File: config.mk
export PLATFORM = sky130hd
export DESIGN_NAME = tick_clock_divider
export DESIGN_NICKNAME = d
export VERILOG_FILES = /design/src/rtl/tick_clock_divider.sv
export SDC_FILE = /design/constraint.sdc
export NUM_CORES = 1
export LEC_CHECK = 0
export ABC_AREA = 0
export BUFFER_PORTS_ARGS = -buffer_cell sky130_fd_sc_hd__buf_2
export CORE_ASPECT_RATIO = 0.5
export CORE_UTILIZATION = 65
export DETAILED_ROUTE_END_ITERATION = 12
export PLACE_DENSITY = 0.83
export SLEW_MARGIN = 20
export SYNTH_ARGS = -nofsm -noshare
export SYNTH_HDL_FRONTEND = slang
export SYNTH_SLANG_ARGS = --single-unit
File: constraint.sdc
create_clock -name clock_in -period 6 [get_ports clock_in]
set_input_delay 0 -clock clock_in [delete_from_list [all_inputs] [get_ports clock_in]]
set_output_delay 0 -clock clock_in [all_outputs]
set_load 0.01 [all_outputs]
File: src/rtl/tick_clock_divider.sv
// tick_clock_divider: multi-channel, run-time programmable clock divider.
//
// Each channel counts system clock cycles up to its divisor and toggles a
// square clock at each terminal count, giving a half-period of div+1 cycles.
// A one-cycle tick accompanies every rising edge of that clock. Divisor
// writes are shadowed and only take effect at a terminal count, while the
// channel is disabled, or on resync, so a running clock never sees a runt
// half-period.
//
// Ports:
//   clock_in    system clock, all logic on its rising edge
//   reset_n     asynchronous active-low reset
//   enable      per-channel run enable (held count/level when low)
//   resync      synchronous strobe, restarts every channel in phase
//   load_valid  one-cycle divisor write strobe
//   load_sel    target channel of the write (out-of-range writes are dropped)
//   load_div    new divisor value
//   clock_out   divided square clocks, registered
//   tick        one-cycle pulse in the cycle clock_out rises, registered
//   pending     a shadowed divisor is waiting to be applied
module tick_clock_divider #(
  parameter int unsigned WIDTH       = 32,
  parameter int unsigned CHANNELS    = 2,
  parameter int unsigned DEFAULT_DIV = 12_000_000
) (
  input  logic                clock_in,
  input  logic                reset_n,
  input  logic [CHANNELS-1:0] enable,
  input  logic                resync,
  input  logic                load_valid,
  input  logic [2:0]          load_sel,
  input  logic [WIDTH-1:0]    load_div,
  output logic [CHANNELS-1:0] clock_out,
  output logic [CHANNELS-1:0] tick,
  output logic [CHANNELS-1:0] pending
);

  localparam logic [WIDTH-1:0] RESET_DIV = WIDTH'(DEFAULT_DIV);

  for (genvar i = 0; i < CHANNELS; i++) begin : g_ch
    logic [WIDTH-1:0] cnt_q, cnt_d;
    logic [WIDTH-1:0] div_q, div_d;
    logic [WIDTH-1:0] shadow_q, shadow_d;
    logic             clk_q, clk_d;
    logic             tick_q, tick_d;
    logic             pend_q, pend_d;
    logic             wr;
    logic             tc;
    logic [WIDTH-1:0] apply_div;

    // Only indices below CHANNELS have a decoder, so a write to a
    // non-existent channel matches nothing and has no effect.
    assign wr = load_valid && (load_sel == 3'(i));
    assign tc = (cnt_q == div_q);

    // Divisor that takes over when a load is applied this cycle: a write in
    // the same cycle bypasses the shadow, otherwise a pending shadow is used.
    always_comb begin
      apply_div = div_q;
      if (wr) begin
        apply_div = load_div;
      end else if (pend_q) begin
        apply_div = shadow_q;
      end
    end

    always_comb begin
      cnt_d    = cnt_q;
      div_d    = div_q;
      shadow_d = shadow_q;
      clk_d    = clk_q;
      tick_d   = 1'b0;
      pend_d   = pend_q;

      if (wr) begin
        shadow_d = load_div;
      end

      if (resync) begin
        cnt_d  = '0;
        clk_d  = 1'b0;
        div_d  = apply_div;
        pend_d = 1'b0;
      end else if (!enable[i]) begin
        if (wr) begin
          pend_d = 1'b1;
        end else if (pend_q) begin
          // Frozen channel: apply right away, restarting the half-period
          // if the held count already lies beyond the new terminal value.
          div_d  = shadow_q;
          pend_d = 1'b0;
          if (cnt_q > shadow_q) begin
            cnt_d = '0;
          end
        end
      end else if (tc) begin
        cnt_d  = '0;
        clk_d  = ~clk_q;
        tick_d = ~clk_q;
        div_d  = apply_div;
        pend_d = 1'b0;
      end else begin
        cnt_d = cnt_q + WIDTH'(1);
        if (wr) begin
          pend_d = 1'b1;
        end
      end
    end

    always_ff @(posedge clock_in or negedge reset_n) begin
      if (!reset_n) begin
        cnt_q    <= '0;
        div_q    <= RESET_DIV;
        shadow_q <= RESET_DIV;
        clk_q    <= 1'b0;
        tick_q   <= 1'b0;
        pend_q   <= 1'b0;
      end else begin
        cnt_q    <= cnt_d;
        div_q    <= div_d;
        shadow_q <= shadow_d;
        clk_q    <= clk_d;
        tick_q   <= tick_d;
        pend_q   <= pend_d;
      end
    end

    assign clock_out[i] = clk_q;
    assign tick[i]      = tick_q;
    assign pending[i]   = pend_q;
  end

endmodule

==> key figures <==
Clock network
  • H-tree level count: 4
  • Reg clk slew, reported paths: 0.08 ns
  • # resized after CTS: 0
  • CTS Buf Count: 17
  • Clk root buf: clkbuf_16
  • Clk sinks: 198
  • TritonCTS clock tree: yes
  • Postcts setup bufs: 0
  • Longest Clk Path Bufs: 2
  • Skew-Pair Late Insertion Delay: 0.45 ns

STA
  • Peak Freq: 0.274 GHz
  • Hold WS: 0.157 ns
  • Min Tclk post-route: 3.65 ns
  • Post-route clock period utilization: 60.8%
  • Worst-Margin Slew: 1.22 ns
  • Worst Skew: 0.0108 ns
  • RSZ-0062 raised after global routing: false
  • Slew HR: 18.3%
  • Final hold vios: 0
  • Final setup vio count: 0
  • Max-slew violation count: 0
  • Setup_tns: 0 ns

Setup path
  • CP max FO: 19
  • Crit path kind: flip-flop to flip-flop
  • Reg2reg start: g_ch[0].shadow_q[23]$_DFFE_PN1P_
  • R2R depth: 8
  • Worst Path Required: 6.39 ns
  • Critical path arrival: 4.03 ns
  • Startpoint Class: flip-flop
  • Worst R2R Setup Slack: 2.35 ns
  • CP Capture Type: flip-flop
  • FF-to-FF End: g_ch[0].cnt_q[29]$_DFFE_PN0P_

Routing
  • Drt total wl: 36.9 mm
  • Detailed Routing Iterations Pass 1: 8
  • Final ANT Viol Nets: 0
  • Vias per cell: 6.74
  • Iter 0 DRT Violations: 1,197
  • # DRC: 0
  • Routed via count: 11,800
  • DR WL/cell: 21.0 µm

GRT
  • Global route overflow: 0
  • First-pass GRT wire length: 59.3 mm
  • Initial antenna violation count: 1
  • Vias in the first global route: 11,100
  • GRT Total Usage: 38.6%
  • Largest net degree at the start of global routing: 89

Floorplan
  • Die H: 100 µm
  • Cell Rows: 35
  • Initial Util: 67.4%
  • Die area: 0.0200 mm²
  • Ports: 47
  • Std-Cell Core Area: 0.0187 mm²
  • Die extent in x: 199 µm

Synthesis
  • Dominant combinational cell family by area after synthesis: simple AND/OR/NAND/NOR gates
  • Sequential fraction of the synthesis area: 39.8%
  • Post-synthesis mux area share: 0.418%
  • Cells after Synth: 1,475
  • Simple-gate share of the synthesized area: 22.1%
  • Adder-cell share of the synthesized area: 6.56%
  • FFs w/ async S/R, synth: 100%
  • Cell variety after synth: 57
  • Warnings from Yosys: 0
  • Synth Area per Inst: 8.53 µm²
  • Seq cells post-synth: 198
  • Area of the mapped netlist: 0.0126 mm²
  • Post-synth EDFFs: 0
  • Syn Nets: 1,582
  • Top_reg_cell synth: dfrtp_1
  • Synth Area in XOR/XNOR: 4.94%
  • Compound-Gate Fraction of Synth Area: 20.3%

Placement
  • IO Port Bufs: 46
  • Routability congestion estimate: 0.933
  • HPWL Detailed: 24.2 mm
  • Placed Area: 0.0129 mm²

Power and ir drop
  • Pwr per Cell Area: 261 mW/mm²
  • VDD IR max: 0.217 mV
  • Power Total: 3.62 mW
  • Leak: 5.66 nW

Flow run
  • Max-cap violations: 0

Final layout
  • Diodes inserted: 0
  • Proportion of layout cells with a drive suffix above 1: 11.7%
  • Most frequent cells in the layout: 213 x nand2_1, 157 x dfrtp_1, 150 x o21ai_0, 104 x a21oi_1, 78 x inv_1
  • Area Overhead vs Synth: 10.2%
  • Most common cell after layout, fill and taps aside: nand2_1
  • # nets final: 1,591
  • Post-route cell area: 0.0139 mm²

Min path
  • Worst Hold Class: input port to async pin

Outcome
  • Status: completed
==> where the power goes <==
group          total [mW]  switching [mW]  internal, mW
clock network        1.17           0.576         0.592
logic               0.732           0.425         0.307
registers            1.72           0.152          1.57
==> worst max-delay path, stage by stage (launching register included) <==
cell	delay (ns)
dfstp_2	0.53
inv_1	0.06
ha_1	0.30
a21oi_1	0.18
o21ai_0	0.12
a221o_1	0.32
o31ai_1	0.97
and2_1	0.80
a311o_1	0.30
==> how the worst max path moves through the flow <==
stage                                     startpoint                            end  slack, ns  depth (start not counted)
global placement       g_ch[0].cnt_q[16]$_DFFE_PN0P_   g_ch[0].div_q[9]$_DFFE_PN1P_       2.47                          6
finish              g_ch[0].shadow_q[23]$_DFFE_PN1P_  g_ch[0].cnt_q[29]$_DFFE_PN0P_       2.35                          8
detailed placement     g_ch[0].cnt_q[16]$_DFFE_PN0P_  g_ch[0].div_q[12]$_DFFE_PN1P_       2.24                          6
floorplan           g_ch[1].shadow_q[11]$_DFFE_PN1P_  g_ch[1].cnt_q[12]$_DFFE_PN0P_       3.34                          9
global route           g_ch[1].cnt_q[29]$_DFFE_PN0P_   g_ch[1].div_q[8]$_DFFE_PN1P_       2.27                          7
CTS                    g_ch[0].cnt_q[16]$_DFFE_PN0P_  g_ch[0].div_q[12]$_DFFE_PN1P_       2.22                          6
==> stage by stage <==
stage,cells,utilization [%],worst slack [ns]
final,1756,74.3,2.35
after global routing,1756,74.3,2.27
after CTS,1756,74.3,2.22
after detailed placement,1686,69.1,2.24
after global placement,1686,69.1,2.47
after floorplan,1475,-,3.34
==> routing by layer <==
metal | vias to the layer above | track usage (%) | share of wire [%] | routed length, µm
met2 | 698 | 57.3 | 44 | 16100
met4 | 2 | 13.8 | 2.7 | 984
met1 | 5695 | 56.1 | 44 | 16100
met3 | 89 | 7.93 | 10 | 3720
li1 | 5347 | - | - | -
met5 | - | 0 | 0.046 | 17
==> kinds of logic (layout without fill, tap and decap cells) <==
group,count (synthesis),after routing
mux,5,5
flops,198,198
buf+inv,189,211
compound gates,404,404
xor+xnor,71,71
fa+ha+maj,66,66
simple gates,542,542
==> cell usage after synthesis, drive strengths merged (8+ instances only) <==
cell,instances,share of area (%)
a21o,10,0.60
a21oi,105,4.2
a311o,17,1.4
a31o,10,0.70
a32oi,8,0.56
and2,9,0.46
and3,49,2.4
and4,8,0.56
buf,20,0.87
clkbuf,91,2.7
dfrtp,158,31
dfstp,40,8.4
ha,66,6.6
inv,78,2.3
nand2,214,6.4
nand3,54,2.2
nand4,66,3.3
nor2,21,0.63
nor2b,36,1.8
nor3,23,0.91
nor4,14,0.70
o21ai,150,6.0
o221ai,32,2.2
o2bb2ai,32,2.2
or3,26,1.4
xnor2,69,4.8
==> cell type report <==
type	instances	area (µm²)
inverter	78	293
tap	259	324
clock inverter	15	160
fill	1341	4790
clock buffer	17	425
sequential	198	5010
timing repair buffer	101	747
multi-input combinational	1088	6910
==> state kept, by name, summed over array words and instances (netlist names) <==
| signal | cells |
|---|---|
| g_ch.cnt_q | 64 |
| g_ch.div_q | 64 |
| g_ch.shadow_q | 64 |
| g_ch.clk_q | 2 |
| g_ch.pend_q | 2 |
| g_ch.tick_q | 2 |
==> timing repair <==
| action | in CTS | in global routing |
|---|---|---|
| hold buffers | 38 | 0 |
| endpoints found under the setup margin | 0 | 0 |
| endpoints found under the hold margin | 163 | 0 |
Power figures use the tool's default switching activity.
